`src/rtl/mlaccel_pkg.sv`:
```
// Shared definitions for the ML accelerator QPI control slice.
// Holds the command byte codes, the status-byte bit positions, and the FSM
// state types used by the command decoder and the copy engine.
package mlaccel_pkg;

    // Host command bytes
    localparam logic [7:0] CMD_NOP    = 8'h20;  // no args; clears err on its stop
    localparam logic [7:0] CMD_WRBUF  = 8'h21;  // stream bytes into the staging buffer
    localparam logic [7:0] CMD_COPY   = 8'h23;  // addr lo, addr hi, len -> copy to memory
    localparam logic [7:0] CMD_LAUNCH = 8'h25;  // pc lo, pc hi -> start the core

    // Status byte layout: {err, 5'b0, core_busy, copy_busy}
    localparam int unsigned STATUS_ERR_BIT  = 7;
    localparam int unsigned STATUS_CORE_BIT = 1;
    localparam int unsigned STATUS_COPY_BIT = 0;

    typedef enum logic [1:0] {
        S_CMD,
        S_WRBUF,
        S_ARGS,
        S_IGNORE
    } cmd_state_e;

    typedef enum logic [1:0] {
        C_IDLE,
        C_RD,
        C_WR
    } copy_state_e;

    function automatic logic [7:0] make_status(logic err, logic core_busy, logic copy_busy);
        logic [7:0] s;
        s                  = '0;
        s[STATUS_ERR_BIT]  = err;
        s[STATUS_CORE_BIT] = core_busy;
        s[STATUS_COPY_BIT] = copy_busy;
        return s;
    endfunction

endpackage

```
`src/rtl/mlaccel_ctrl_if.sv`:
```
// Staging-buffer and main-memory bus bundle for mlaccel_ctrl.
//   buf_we/buf_waddr/buf_wdata : byte writes into the staging buffer
//   buf_raddr/buf_rdata        : word reads, data valid one cycle after address
//   mem_wen/mem_addr/mem_wdata : main-memory word write (addr in halfwords)
//   mem_ready                  : memory accepts the write in the cycle it is high
// master = controller side, slave = buffer/memory side.
interface mlaccel_ctrl_if #(
    parameter int unsigned BUF_WORDS = 256
) ();
    localparam int unsigned RAW = $clog2(BUF_WORDS);
    localparam int unsigned WAW = $clog2(BUF_WORDS * 4);

    logic           buf_we;
    logic [WAW-1:0] buf_waddr;
    logic [7:0]     buf_wdata;
    logic [RAW-1:0] buf_raddr;
    logic [31:0]    buf_rdata;
    logic           mem_wen;
    logic [15:0]    mem_addr;
    logic [31:0]    mem_wdata;
    logic           mem_ready;

    modport master (
        output buf_we, buf_waddr, buf_wdata, buf_raddr, mem_wen, mem_addr, mem_wdata,
        input  buf_rdata, mem_ready
    );

    modport slave (
        input  buf_we, buf_waddr, buf_wdata, buf_raddr, mem_wen, mem_addr, mem_wdata,
        output buf_rdata, mem_ready
    );

endinterface

```
`src/rtl/mlaccel_copy.sv`:
```
// Copy engine: moves len words from the staging buffer (starting at word 0)
// into main memory at addr, addr+2, ... (halfword units, wrapping at 2^16).
// Ports:
//   clock, resetn        : clock, async active-low reset (aborts any copy)
//   start, addr, len     : one-cycle request; len=0 is ignored
//   busy                 : high while a copy is in progress
//   buf_raddr, buf_rdata : staging-buffer word read, 1-cycle latency
//   mem_wen, mem_addr, mem_wdata, mem_ready : memory write handshake
module mlaccel_copy
    import mlaccel_pkg::*;
#(
    parameter int unsigned BUF_WORDS = 256,
    localparam int unsigned RAW = $clog2(BUF_WORDS)
) (
    input  logic           clock,
    input  logic           resetn,
    input  logic           start,
    input  logic [15:0]    addr,
    input  logic [7:0]     len,
    output logic           busy,
    output logic [RAW-1:0] buf_raddr,
    input  logic [31:0]    buf_rdata,
    output logic           mem_wen,
    output logic [15:0]    mem_addr,
    output logic [31:0]    mem_wdata,
    input  logic           mem_ready
);

    copy_state_e    state_q, state_d;
    logic [RAW-1:0] raddr_q, raddr_d;
    logic [15:0]    addr_q, addr_d;
    logic [7:0]     remain_q, remain_d;
    logic [31:0]    wdata_q, wdata_d;
    logic           held_q, held_d;

    always_ff @(posedge clock or negedge resetn) begin
        if (!resetn) begin
            state_q  <= C_IDLE;
            raddr_q  <= '0;
            addr_q   <= '0;
            remain_q <= '0;
            wdata_q  <= '0;
            held_q   <= 1'b0;
        end else begin
            state_q  <= state_d;
            raddr_q  <= raddr_d;
            addr_q   <= addr_d;
            remain_q <= remain_d;
            wdata_q  <= wdata_d;
            held_q   <= held_d;
        end
    end

    always_comb begin
        state_d  = state_q;
        raddr_d  = raddr_q;
        addr_d   = addr_q;
        remain_d = remain_q;
        wdata_d  = wdata_q;
        held_d   = held_q;
        case (state_q)
            C_IDLE: begin
                if (start && (len != 8'd0)) begin
                    addr_d   = addr;
                    remain_d = len;
                    raddr_d  = '0;
                    state_d  = C_RD;
                end
            end
            C_RD: begin
                held_d  = 1'b0;
                state_d = C_WR;
            end
            C_WR: begin
                // Buffer data is only guaranteed in the first C_WR cycle; latch it
                // so the write data stays put however long mem_ready takes.
                if (!held_q) begin
                    wdata_d = buf_rdata;
                    held_d  = 1'b1;
                end
                if (mem_ready) begin
                    held_d   = 1'b0;
                    addr_d   = addr_q + 16'd2;
                    raddr_d  = raddr_q + 1'b1;
                    remain_d = remain_q - 8'd1;
                    state_d  = (remain_q == 8'd1) ? C_IDLE : C_RD;
                end
            end
            default: state_d = C_IDLE;
        endcase
    end

    assign busy      = (state_q != C_IDLE);
    assign buf_raddr = raddr_q;
    assign mem_wen   = (state_q == C_WR);
    assign mem_addr  = addr_q;
    assign mem_wdata = (state_q == C_WR) ? (held_q ? wdata_q : buf_rdata) : 32'd0;

endmodule

```
`src/rtl/mlaccel_ctrl.sv`:
```
// QPI command decoder for the ML accelerator. Parses one host transaction per
// chip-select (first byte = command), streams buffer writes, launches the copy
// engine and the compute core, and reports a status byte.
// Ports:
//   clock, resetn              : clock, async active-low reset
//   in_valid, in_data, in_stop : received byte stream; in_stop ends a transaction
//   status                     : {err, 5'b0, core_busy, copy_busy}
//   core_start, core_pc        : one-cycle launch pulse and entry point
//   core_busy                  : core is running
//   bus                        : staging-buffer and memory bus (master side)
module mlaccel_ctrl
    import mlaccel_pkg::*;
#(
    parameter int unsigned BUF_WORDS = 256
) (
    input  logic         clock,
    input  logic         resetn,
    input  logic         in_valid,
    input  logic [7:0]   in_data,
    input  logic         in_stop,
    output logic [7:0]   status,
    output logic         core_start,
    output logic [15:0]  core_pc,
    input  logic         core_busy,
    mlaccel_ctrl_if.master bus
);

    localparam int unsigned RAW = $clog2(BUF_WORDS);
    localparam int unsigned WAW = $clog2(BUF_WORDS * 4);

    cmd_state_e     state_q, state_d;
    logic [7:0]     cmd_q, cmd_d;
    logic [1:0]     arg_cnt_q, arg_cnt_d;
    logic [7:0]     arg0_q, arg0_d;
    logic [7:0]     arg1_q, arg1_d;
    logic [WAW-1:0] wptr_q, wptr_d;
    logic           err_q, err_d;
    logic           buf_we_q, buf_we_d;
    logic [WAW-1:0] buf_waddr_q, buf_waddr_d;
    logic [7:0]     buf_wdata_q, buf_wdata_d;
    logic           core_start_q, core_start_d;
    logic [15:0]    core_pc_q, core_pc_d;
    logic           copy_start_q, copy_start_d;
    logic [15:0]    copy_addr_q, copy_addr_d;
    logic [7:0]     copy_len_q, copy_len_d;

    logic           engine_busy;
    logic           copy_busy;
    logic [RAW-1:0] copy_raddr;
    logic           copy_wen;
    logic [15:0]    copy_maddr;
    logic [31:0]    copy_wdata;

    // A request registered but not yet seen by the engine already counts as busy.
    assign copy_busy = engine_busy | copy_start_q;

    always_ff @(posedge clock or negedge resetn) begin
        if (!resetn) begin
            state_q      <= S_CMD;
            cmd_q        <= '0;
            arg_cnt_q    <= '0;
            arg0_q       <= '0;
            arg1_q       <= '0;
            wptr_q       <= '0;
            err_q        <= 1'b0;
            buf_we_q     <= 1'b0;
            buf_waddr_q  <= '0;
            buf_wdata_q  <= '0;
            core_start_q <= 1'b0;
            core_pc_q    <= '0;
            copy_start_q <= 1'b0;
            copy_addr_q  <= '0;
            copy_len_q   <= '0;
        end else begin
            state_q      <= state_d;
            cmd_q        <= cmd_d;
            arg_cnt_q    <= arg_cnt_d;
            arg0_q       <= arg0_d;
            arg1_q       <= arg1_d;
            wptr_q       <= wptr_d;
            err_q        <= err_d;
            buf_we_q     <= buf_we_d;
            buf_waddr_q  <= buf_waddr_d;
            buf_wdata_q  <= buf_wdata_d;
            core_start_q <= core_start_d;
            core_pc_q    <= core_pc_d;
            copy_start_q <= copy_start_d;
            copy_addr_q  <= copy_addr_d;
            copy_len_q   <= copy_len_d;
        end
    end

    always_comb begin
        state_d      = state_q;
        cmd_d        = cmd_q;
        arg_cnt_d    = arg_cnt_q;
        arg0_d       = arg0_q;
        arg1_d       = arg1_q;
        wptr_d       = wptr_q;
        err_d        = err_q;
        buf_we_d     = 1'b0;
        buf_waddr_d  = buf_waddr_q;
        buf_wdata_d  = buf_wdata_q;
        core_start_d = 1'b0;
        core_pc_d    = core_pc_q;
        copy_start_d = 1'b0;
        copy_addr_d  = copy_addr_q;
        copy_len_d   = copy_len_q;

        if (in_valid) begin
            case (state_q)
                S_CMD: begin
                    cmd_d     = in_data;
                    arg_cnt_d = 2'd0;
                    case (in_data)
                        CMD_NOP:   state_d = S_IGNORE;
                        CMD_WRBUF: begin
                            state_d = S_WRBUF;
                            wptr_d  = '0;
                        end
                        CMD_COPY, CMD_LAUNCH: state_d = S_ARGS;
                        default: begin
                            err_d   = 1'b1;
                            state_d = S_IGNORE;
                        end
                    endcase
                end
                S_WRBUF: begin
                    buf_we_d    = 1'b1;
                    buf_waddr_d = wptr_q;
                    buf_wdata_d = in_data;
                    wptr_d      = wptr_q + 1'b1;  // wraps over the whole buffer
                end
                S_ARGS: begin
                    arg_cnt_d = arg_cnt_q + 2'd1;
                    if (arg_cnt_q == 2'd0) begin
                        arg0_d = in_data;
                    end else if (arg_cnt_q == 2'd1) begin
                        arg1_d = in_data;
                        if (cmd_q == CMD_LAUNCH) begin
                            state_d = S_IGNORE;
                            if (copy_busy || core_busy) begin
                                err_d = 1'b1;
                            end else begin
                                core_start_d = 1'b1;
                                core_pc_d    = {in_data, arg0_q};
                            end
                        end
                    end else begin
                        state_d = S_IGNORE;
                        if (copy_busy) begin
                            err_d = 1'b1;  // overlapping copy request is dropped
                        end else begin
                            copy_start_d = 1'b1;
                            copy_addr_d  = {arg1_q, arg0_q};
                            copy_len_d   = in_data;
                        end
                    end
                end
                default: ;
            endcase
        end

        // Stop is applied after any byte arriving in the same cycle.
        if (in_stop) begin
            if (state_d == S_ARGS) begin
                err_d = 1'b1;
            end else if ((state_d == S_IGNORE) && (cmd_d == CMD_NOP)) begin
                err_d = 1'b0;
            end
            state_d = S_CMD;
        end
    end

    mlaccel_copy #(
        .BUF_WORDS (BUF_WORDS)
    ) u_copy (
        .clock     (clock),
        .resetn    (resetn),
        .start     (copy_start_q),
        .addr      (copy_addr_q),
        .len       (copy_len_q),
        .busy      (engine_busy),
        .buf_raddr (copy_raddr),
        .buf_rdata (bus.buf_rdata),
        .mem_wen   (copy_wen),
        .mem_addr  (copy_maddr),
        .mem_wdata (copy_wdata),
        .mem_ready (bus.mem_ready)
    );

    assign bus.buf_we    = buf_we_q;
    assign bus.buf_waddr = buf_waddr_q;
    assign bus.buf_wdata = buf_wdata_q;
    assign bus.buf_raddr = copy_raddr;
    assign bus.mem_wen   = copy_wen;
    assign bus.mem_addr  = copy_maddr;
    assign bus.mem_wdata = copy_wdata;

    assign core_start = core_start_q;
    assign core_pc    = core_pc_q;
    assign status     = make_status(err_q, core_busy, copy_busy);

endmodule

```
`src/flat_wrapper.sv`:
```
// flat-port wrapper written by rule: the top's interface ports become plain ports
module mlaccel_ctrl_flat import mlaccel_pkg::*;
#(
    parameter int unsigned BUF_WORDS = 256
)
  (clock, resetn, in_valid, in_data, in_stop, status, core_start, core_pc, core_busy, bus_buf_we, bus_buf_waddr, bus_buf_wdata, bus_buf_raddr, bus_mem_wen, bus_mem_addr, bus_mem_wdata, bus_buf_rdata, bus_mem_ready);
  mlaccel_ctrl_if #(.BUF_WORDS(BUF_WORDS)) bus_i ();
  input  logic clock;
  input  logic resetn;
  input  logic in_valid;
  input  logic [7:0] in_data;
  input  logic in_stop;
  output logic [7:0] status;
  output logic core_start;
  output logic [15:0] core_pc;
  input  logic core_busy;
  output wire logic [$bits(bus_i.buf_we)-1:0] bus_buf_we;
  output wire logic [$bits(bus_i.buf_waddr)-1:0] bus_buf_waddr;
  output wire logic [$bits(bus_i.buf_wdata)-1:0] bus_buf_wdata;
  output wire logic [$bits(bus_i.buf_raddr)-1:0] bus_buf_raddr;
  output wire logic [$bits(bus_i.mem_wen)-1:0] bus_mem_wen;
  output wire logic [$bits(bus_i.mem_addr)-1:0] bus_mem_addr;
  output wire logic [$bits(bus_i.mem_wdata)-1:0] bus_mem_wdata;
  input wire logic [$bits(bus_i.buf_rdata)-1:0] bus_buf_rdata;
  input wire logic [$bits(bus_i.mem_ready)-1:0] bus_mem_ready;
  assign bus_buf_we = bus_i.buf_we;
  assign bus_buf_waddr = bus_i.buf_waddr;
  assign bus_buf_wdata = bus_i.buf_wdata;
  assign bus_buf_raddr = bus_i.buf_raddr;
  assign bus_mem_wen = bus_i.mem_wen;
  assign bus_mem_addr = bus_i.mem_addr;
  assign bus_mem_wdata = bus_i.mem_wdata;
  assign bus_i.buf_rdata = bus_buf_rdata;
  assign bus_i.mem_ready = bus_mem_ready;
  mlaccel_ctrl #(.BUF_WORDS(BUF_WORDS)) u_core (.clock(clock), .resetn(resetn), .in_valid(in_valid), .in_data(in_data), .in_stop(in_stop), .status(status), .core_start(core_start), .core_pc(core_pc), .core_busy(core_busy), .bus(bus_i));
endmodule
```
`config.mk`:
```
export PLATFORM = sky130hd
export DESIGN_NAME = mlaccel_ctrl_flat
export DESIGN_NICKNAME = d
export VERILOG_FILES = /design/src/rtl/mlaccel_pkg.sv /design/src/rtl/mlaccel_ctrl_if.sv /design/src/rtl/mlaccel_copy.sv /design/src/rtl/mlaccel_ctrl.sv /design/src/flat_wrapper.sv
export SDC_FILE = /design/constraint.sdc
export NUM_CORES = 1
export LEC_CHECK = 0
export CAP_MARGIN = 10
export CORE_MARGIN = 5
export CORE_UTILIZATION = 27
export DETAILED_ROUTE_END_ITERATION = 10
export GPL_TIMING_DRIVEN = 1
export PLACE_DENSITY = 0.49
export SLEW_MARGIN = 25
export SYNTH_ARGS = -nofsm -noshare
export SYNTH_HDL_FRONTEND = slang
export SYNTH_SLANG_ARGS = --single-unit
export TNS_END_PERCENT = 20
```
`constraint.sdc`:
```
create_clock -name clock -period 2.7 [get_ports clock]
set_input_delay 0.54 -clock clock [delete_from_list [all_inputs] [get_ports clock]]
set_output_delay 0.54 -clock clock [all_outputs]
set_load 0.02 [all_outputs]
```
==> Yosys cells after proc, flatten, opt, wreduce, memory -nomap -nowiden <==
Index checks and enable logic that the tools add are counted.
{ "op_classes": {"bitwise": 5, "add_sub_neg": 5, "reduce_logical": 23, "eq_ne": 17, "mux": 53} }
{ "op_table": {"columns": ["cell", "count"], "rows": [
  ["two-way mux 32 bit", 2],
  ["equality test 8 x 6 -> 1 bit, second input constant", 6],
  ["two-way mux 8 bit", 6],
  ["two-way mux 16 bit", 2],
  ["case mux 16 bit (2 select lines)", 1],
  ["case mux 8 bit (2 select lines)", 2],
  ["two-way mux 1 bit", 25],
  ["case mux 10 bit (2 select lines)", 1],
  ["adder 16 x 2 -> 16 bit, second input constant", 1],
  ["two-way mux 2 bit", 7],
  ["case mux 2 bit (2 select lines)", 3],
  ["adder 10 x 1 -> 10 bit, second input constant", 1],
  ["two-way mux 10 bit", 1],
  ["nonzero test 2 bit", 5],
  ["AND reduction 3 bit", 3],
  ["adder 8 x 1 -> 8 bit, second input constant", 1],
  ["equality test 2 bit, second input constant", 4],
  ["equality test 8 x 1 -> 1 bit, second input constant", 1],
  ["nonzero test 8 bit", 1],
  ["subtractor 8 x 1 -> 8 bit, second input constant", 1],
  ["equality test 2 x 1 -> 1 bit, second input constant", 3],
  ["logical NOT 2 bit", 3],
  ["case mux 2 bit (3 select lines)", 1],
  ["AND reduction 2 bit", 3],
  ["other kinds (13)", 19]
]} }
{ "word_totals": {"register_bits": 167, "out_inout_bits": 101, "input_bits": 46, "elab_cells": 124} }

==> Longest topological paths before layout <==
Gate-level depths: netlist (run 1).
{ "depth": {"ltp_word": 12, "depth_mapped": 10, "depth_no_buf": 8} }

==> Hierarchy <==
Synthesis (run 1) repeated with hierarchy kept, for this count alone.
{ "unflattened": {"cells_unflattened": 723, "hier_area_um2": 8017.7} }
{ "modules_own_cells": {"columns": ["module", "area_each_um2", "seq_area_each_um2", "cells_per_inst", "instances"], "rows": [
  ["mlaccel_ctrl", 4211.5, 2502.4, 340, 1],
  ["mlaccel_copy", 3806.2, 1676.6, 383, 1]
]} }

==> Worst setup path before layout (run 1) <==
OpenSTA, ideal clock, no wires.
{ "synth_timing": {"path_kind": "reg2out", "startpoint": "reg u_core.u_copy.state_q[0]", "endpoint": "out bus_mem_wdata[0]", "n_path_buf": 3, "stages_incl_launch_ff": 7, "t_required_ps": 2160, "arrival_time_ps": 1892, "setup_slack_ps": 268, "path_cell_list": "dfrtp_1 inv_1 ha_1 buf_2 clkbuf_1 clkbuf_1 nor2b_1"} }
{ "synth_via": {"elab_chain_cells": 2} }
{ "synth_rtl": {"columns": ["item", "line_no", "source"], "rows": [
  ["from (decl)", "mlaccel_copy.sv:29", "copy_state_e state_q, state_d;"],
  ["from (signal assigned)", "mlaccel_copy.sv:45", "state_q <= state_d;"],
  ["equality test 2 bit", null, null],
  ["net bus_mem_wen", "flat_wrapper.sv:21", "output wire logic [$bits(bus_i.mem_wen)-1:0] bus_mem_wen;"],
  ["two-way mux 32 bit", "mlaccel_copy.sv:97", "assign mem_wdata = (state_q == C_WR) ? (held_q ? wdata_q : buf_rdata) : 32'd0;"],
  ["to (decl)", "flat_wrapper.sv:23", "output wire logic [$bits(bus_i.mem_wdata)-1:0] bus_mem_wdata;"]
]} }
The timed path passes the listed nets, and every way through them passes these cells.

==> Worst setup path after layout (run 1) <==
{ "layout_timing": {"startpoint": "reg u_core.u_copy.held_q", "endpoint": "out bus_mem_wdata[2]"} }
{ "layout_via": {"elab_chain_cells": 2} }
{ "layout_rtl": {"columns": ["item", "line_no", "source"], "rows": [
  ["from (decl)", "mlaccel_copy.sv:34", "logic held_q, held_d;"],
  ["from (signal assigned)", "mlaccel_copy.sv:50", "held_q <= held_d;"],
  ["two-way mux 32 bit", null, null],
  ["two-way mux 32 bit", "mlaccel_copy.sv:97", null]
]} }
Every way passes these cells.

==> results.py, run 1 <==
metrics = {
    "run_status": {
        "status": "finished, violations left",
        "violations": "negative hold slack",
    },
    "sta": {
        "final-setup-viol-count": 0,
        "rsz0062_at_grt": "false",
        "whs_ns": -0.00513,
        "finClkSkew_ns": 0.0125,
        "fin_crit_sh_pct": 96.7,
        "fmax_mhz": 383,
        "worst_slew_pin_slew_ns": 0.708,
        "period_minus_slack_ns": 2.61,
        "finalHoldViolCount": 3,
        "maxSlewViolCount": 0,
        "slew_headroom_pct": 52.7,
    },
    "worst_setup_path": {
        "ff2ff_path_depth": 7,
        "r2r_end": "u_core.u_copy.state_q[0]$_DFFE_PN0P_",
        "critical_path.max_fanout": 15,
        "r2r_slack_ns": 0.29,
        "cp-endpoint": "bus_mem_wdata[2]",
        "worstPathArrival_ns": 2.07,
        "start_kind": "flip-flop",
        "r2r_start": "u_core.u_copy.state_q[0]$_DFFE_PN0P_",
        "worst_setup_path_end_kind": "output port",
        "required_ns": 2.16,
        "crit_type": "reg2out",
        "startpoint": "u_core.u_copy.held_q$_DFFE_PN0P_",
    },
    "placed_design": {
        "dp_hpwl_mm": 15.2,
        "place.gp.congestion": 0.764,
        "dp_cells": 1249,
        "dpl_cell_area_um2": 10100,
        "port_buffers": 141,
    },
    "floorplanning": {
        "die_area_um2": 33500,
        "rows": 63,
        "coreArea_um2": 29600,
        "fp.dieW_um": 183,
        "die_h_um": 183,
        "initial_core_util_pct": 27.3,
        "io-pin-count": 147,
    },
    "clocking": {
        "clk_latency_ns": 0.43,
        "cts.htree.levels": 4,
        "clockBufferDepth": 2,
        "cts_made_buffers": 17,
        "path_clk_slew_ns": 0.07,
        "cts_sinks": 167,
        "cts_setup_buffers": 0,
        "clockRootBuffer": "clkbuf_16",
        "cts_tree": "built",
    },
    "power": {
        "peakVddDrop_mv": 0.534,
        "pwr_density_cell_nw_per_um2": 1000,
        "p_clk_share_pct": 23.9,
        "comb_power_share_pct": 39.5,
        "switching_share_pct": 36.8,
        "p_switching_mw": 3.96,
        "p_leak_nw": 4.73,
        "p_int_mw": 6.82,
        "p_seq_share_pct": 36.6,
    },
    "global_route": {
        "grt_start_max_net_pins": 57,
        "grt_pass1_wl_mm": 34.8,
        "grt-ovfl-total": 0,
        "grt_use_total_pct": 12.9,
        "grt_pass1_vias": 6118,
        "antenna_found_initial": 0,
    },
    "detailed_routing": {
        "antenna_left": 0,
        "num_vias": 6020,
        "drt_iter0_drc": 273,
        "viasPerCell": 4.70,
        "drcViolationCount": 0,
        "drtPass1Iterations": 4,
        "routed_wl_mm": 21.2,
        "avgRoutedWirePerCell_um": 16.5,
    },
    "synthesis": {
        "synth.distinct_cells": 58,
        "synth.area.top_cells": "dfrtp_1, mux2_2, mux2i_1, nor2b_1, nand2_1",
        "ys_warn_count": 0,
        "syn_area_um2": 8090,
        "netlist.top_cell.by_area": "dfrtp_1",
        "ys_ff_latch": 167,
        "async_flop_share_pct": 100,
        "syn_avg_cell_area_um2": 11.2,
        "yosysMostFrequentCell": "dfrtp_1",
        "synth-edff-count": 0,
        "ys_seq_area_share_pct": 51.6,
        "synthCells": 720,
        "synthFlopType": "dfrtp_1",
        "synthTopCellsByCount": "dfrtp_1, mux2_2, nand2_1, nor2b_1",
        "synth_top_area_share_pct": 51.6,
    },
    "final_layout": {
        "fin_area_um2": 10700,
        "nets": 935,
        "area_growth_pct": 32.8,
        "stdcell_count": 1280,
        "diodes": 0,
        "layout-drive-gt1-share_pct": 20.9,
        "fill_cells": 3014,
    },
    "flow_run": {
        "timing.max_cap.violations": 0,
    },
    "worst_hold_path": {
        "hp-class": "in2async",
    },
}
## critical path, stage by stage (launching register included)
cell	delay [ns]
dfrtp_4	0.60
buf_12	0.20
mux2i_1	0.12
nor2b_1	0.11
clkdlybuf4s50_1	0.61
## per-layer routing
| layer | track usage, % | up-vias | routed length (µm) | part of all wire [%] |
|---|---|---|---|---|
| met5 | 0 | - | 0 | 0 |
| met4 | 2.59 | 0 | 150 | 0.71 |
| met3 | 3.19 | 12 | 1130 | 5.3 |
| met2 | 19.5 | 162 | 9210 | 43 |
| met1 | 18.9 | 2955 | 10700 | 50 |
| li1 | - | 2891 | - | - |
## how the worst min path moves through the flow
stage / cells past startpoint / endpoint / slack (ns)
floorplan: 0 / u_core.arg0_q[0]$_DFFE_PN0P_ / 0.24
global placement: 2 / u_core.bus.buf_wdata[5]$_DFFE_PN0P_ / 0.46
detailed placement: 1 / u_core.u_copy.wdata_q[5]$_DFFE_PN0P_ / 0.47
CTS: 1 / u_core.u_copy.wdata_q[5]$_DFFE_PN0P_ / 0.001
global route: 1 / u_core.u_copy.wdata_q[5]$_DFFE_PN0P_ / 0.006
finish: 1 / u_core.u_copy.wdata_q[5]$_DFFE_PN0P_ / -0.005
## flip-flops by register name, summed over array words and instances (netlist names), 10 cells and up
name,count
u_core.u_copy.wdata_q,32
u_core.copy_addr_q,16
u_core.core_pc,16
u_core.u_copy.mem_addr,16
u_core.bus.buf_waddr,10
u_core.wptr_q,10
## power groups by stage
stage / clock, mW / combinational [mW] / sequential (mW)
after CTS: 2.68 / 4.32 / 3.95
after global routing: 2.77 / 4.69 / 4.08
after floorplan: 0 / 2.63 / 3.97
final: 2.58 / 4.25 / 3.95
after detailed placement: 0 / 4.36 / 3.99
after global placement: 0 / 4.34 / 3.97
## cells by family (layout without fill, tap and decap cells)
family                     count (synthesis)  in the layout  synth area share (%)
other                                      1              5                0.0463
and+or+nand+nor                          220            220                  14.5
muxes                                    143            143                  19.3
xor gates and xnor gates                   6              6                 0.649
buffers and inverters                     63            229                  3.77
adders and majority gates                 11             11                  1.70
DFF                                      167            167                  51.6
AOI/OAI and AO/OA                        109            109                  8.43
## per-stage QoR
step | utilization (%) | TNS, ns | hold WS (ns) | worst slack [ns] | power (mW)
global placement | 34.2 | -0.455 | 0.459 | -0.177 | 8.31
CTS | 36.2 | 0 | 0.00134 | 0.00801 | 10.9
detailed placement | 34.2 | -1.05 | 0.465 | -0.248 | 8.35
floorplan | - | 0 | 0.244 | 0.268 | 6.59
finish | 36.3 | 0 | -0.00513 | 0.0890 | 10.8
global route | 36.3 | 0 | 0.00636 | 0.000223 | 11.5
## layout make-up
| type | instances | area, µm² | share of cell area, % |
|---|---|---|---|
| multi-input cells | 494 | 3640 | 33.9 |
| clock buffers | 18 | 429 | 3.99 |
| clock inverters | 13 | 183 | 1.70 |
| flip-flops and latches | 167 | 4180 | 38.9 |
| inverters | 14 | 52.6 | 0.489 |
| well taps | 390 | 488 | 4.54 |
| repair buffers | 184 | 1770 | 16.5 |
## timing repair
action / CTS / global route
endpoints found under the setup margin: 27 / 7
resized for setup: 28 / 3
hold endpoints to repair: 0 / 0
hold buffers: 0 / 0
## placed cells by master (no fill, tap or decap), types with 12 or more instances in the layout
master	count
inv_1	12
nand2_1	53
nand3_1	18
o21ai_0	35
mux2i_1	38
nand4_1	18
nor2_1	37
mux2_2	101
clkdlybuf4s50_1	112
nor2b_1	39
buf_4	38
dfrtp_1	166
a21oi_1	31
dlygate4sd2_1	26
clkbuf_16	17
(Power assumes the default switching activity.)
==> run 2: changes to the inputs <==
--- a/config.mk
+++ b/config.mk
@@ -6,11 +6,11 @@
 export NUM_CORES = 1
 export LEC_CHECK = 0
 export CAP_MARGIN = 10
-export CORE_MARGIN = 5
-export CORE_UTILIZATION = 27
+export CORE_MARGIN = 2
+export CORE_UTILIZATION = 53
 export DETAILED_ROUTE_END_ITERATION = 10
 export GPL_TIMING_DRIVEN = 1
-export PLACE_DENSITY = 0.49
+export PLACE_DENSITY = 0.83
 export SLEW_MARGIN = 25
 export SYNTH_ARGS = -nofsm -noshare
 export SYNTH_HDL_FRONTEND = slang
==> run 2 against run 1 <==
The flow now finishes without violations. Combinational power shrank 1%. Cell count shrank 16%. Hold slack gained 0.034 ns. Critical path depth is the same. Highest routed layer unchanged.
==> results.py, run 2 (synthesized netlist as in run 1, its figures left out) <==
metrics = {
    "detailed_routing": {
        "wl_met2_mm": 9.16,
        "antenna_left": 0,
        "routed_wl_mm": 18.8,
        "wl_met1_mm": 8.34,
        "drtPass1Iterations": 4,
        "routed.top_layer": "met4",
        "drt_iter0_drc": 423,
        "viasPerCell": 5.70,
        "dr_wl_met3_mm": 1.10,
        "drcViolationCount": 0,
        "num_vias": 6105,
        "avgRoutedWirePerCell_um": 17.6,
    },
    "floorplanning": {
        "rows": 45,
        "coreArea_um2": 15000,
        "fp.dieW_um": 128,
        "die_area_um2": 16300,
        "initial_core_util_pct": 53.8,
        "die_h_um": 128,
        "io-pin-count": 147,
    },
    "global_route": {
        "grt_use_total_pct": 24.0,
        "antenna_found_initial": 0,
        "grt-ovfl-total": 0,
        "grt_start_max_net_pins": 81,
        "grt_pass1_vias": 6059,
        "grt_pass1_wl_mm": 30.9,
    },
    "final_layout": {
        "seq_area_um2": 4180,
        "diodes": 0,
        "nets": 927,
        "area_growth_pct": 28.4,
        "most-common-layout-cells": "dfrtp_1, clkdlybuf4s50_1, mux2_2",
        "largest_reg_flops": 32,
        "layout_commonest_cell": "dfrtp_1",
        "fill_cells": 1105,
        "postLayoutCoreUtil_pct": 69.1,
        "layout-drive-gt1-share_pct": 20.4,
        "top_register": "u_core.u_copy.wdata_q",
        "multi_input_area_um2": 3630,
    },
    "clocking": {
        "cts_setup_buffers": 0,
        "path_clk_slew_ns": 0.06,
        "cts_made_buffers": 17,
        "clockRootBuffer": "clkbuf_16",
        "cts.htree.levels": 4,
        "clockBufferDepth": 2,
        "cts_tree": "built",
        "cts_sinks": 167,
        "clk_latency_ns": 0.42,
    },
    "power": {
        "peakVddDrop_mv": 0.499,
        "pwr_density_cell_nw_per_um2": 1020,
        "p_total_mw": 10.6,
        "p_leak_nw": 4.68,
    },
    "sta": {
        "period_minus_slack_ns": 2.57,
        "finClkSkew_ns": 0.00682,
        "fmax_mhz": 388,
        "rsz0062_at_grt": "false",
        "final-setup-viol-count": 0,
        "fin_crit_sh_pct": 95.4,
        "maxSlewViolCount": 0,
        "worst_slew_pin_slew_ns": 0.757,
        "slew_headroom_pct": 49.4,
        "finalHoldViolCount": 0,
    },
    "worst_hold_path": {
        "hp-class": "in2async",
    },
    "placed_design": {
        "port_buffers": 141,
        "place.gp.congestion": 0.807,
        "dp_hpwl_mm": 13.0,
    },
    "worst_setup_path": {
        "worstPathArrival_ns": 2.03,
        "crit_type": "reg2out",
        "ff2ff_path_depth": 7,
        "start_kind": "flip-flop",
        "worst_setup_path_end_kind": "output port",
        "critical_path.max_fanout": 45,
        "required_ns": 2.16,
    },
    "run_status": {
        "status": "finished clean",
    },
    "flow_run": {
        "timing.max_cap.violations": 0,
    },
}
==> run 2: repair_timing <==
action                                  CTS  global route
resized for setup                        32             2
endpoints found under the setup margin   32             3
hold buffers                              0             0
==> run 2: stage by stage <==
stage / instances / setup slack, ns / TNS (ns) / hold WS, ns / cell area [µm²]
floorplan: 724 / 0.268 / 0 / 0.244 / 8110
global placement: 1039 / -0.0310 / -0.0310 / 0.464 / 9820
detailed placement: 1039 / -0.0978 / -0.161 / 0.461 / 9820
CTS: 1071 / 0.0456 / 0 / 0.0399 / 10400
global route: 1071 / 0.0249 / 0 / 0.0469 / 10400
finish: 1071 / 0.125 / 0 / 0.0286 / 10400
==> run 2: layout make-up <==
cell class	instances	share of cell area (%)
Clock inverter	12	1.34
Timing Repair Buffer	176	16.2
Tap cell	188	2.26
Clock buffer	20	4.49
Multi-Input combinational cell	494	35.0
Inverter	14	0.506
Sequential cell	167	40.2
==> run 2: report_power, final <==
group / internal [mW] / total (mW) / switching (mW)
Combinational: 2.00 / 4.19 / 2.19
Sequential: 3.27 / 3.91 / 0.641
Clock: 1.45 / 2.46 / 1.01
Total: 6.72 / 10.6 / 3.85
==> run 2: worst max-delay path, cell delays in order, from the launching register on <==
cell	delay, ns
dfrtp_1	0.41
inv_1	0.11
ha_2	0.24
buf_12	0.21
clkdlybuf4s50_1	0.63
==> run 2: routing by layer <==
| layer | up-vias | GRT usage, % |
|---|---|---|
| met5 | - | 0 |
| met3 | 22 | 4.73 |
| met4 | 0 | 6.72 |
| met2 | 205 | 38.6 |
| met1 | 3002 | 33.4 |
| li1 | 2876 | - |
==> run 2: final timing paths <==
path / startpoint / end / slack (ns)
min in group clock: u_core.arg1_q[4]$_DFFE_PN0P_ / u_core.copy_addr_q[12]$_DFFE_PN0P_ / 0.48
hold / removal: resetn / u_core.u_copy.buf_raddr[0]$_DFFE_PN0P_ / 0.03
max in group asynchronous: resetn / u_core.arg0_q[3]$_DFFE_PN0P_ / 1.94
hold reg to reg: u_core.arg1_q[4]$_DFFE_PN0P_ / u_core.copy_addr_q[12]$_DFFE_PN0P_ / 0.48
setup / recovery: u_core.u_copy.state_q[0]$_DFFE_PN0P_ / bus_mem_wen / 0.13
setup reg to reg: u_core.u_copy.state_q[0]$_DFFE_PN0P_ / u_core.u_copy.state_q[0]$_DFFE_PN0P_ / 0.45
==> run 3: changes to the inputs <==
--- a/config.mk
+++ b/config.mk
@@ -8,6 +8,7 @@
 export CAP_MARGIN = 10
 export CORE_MARGIN = 2
 export CORE_UTILIZATION = 53
+export CTS_CLUSTER_SIZE = 12
 export DETAILED_ROUTE_END_ITERATION = 10
 export GPL_TIMING_DRIVEN = 1
 export PLACE_DENSITY = 0.83
==> results of run 3 <==
Same layout as run 2: the final DEF is identical, and so are final timing and power.
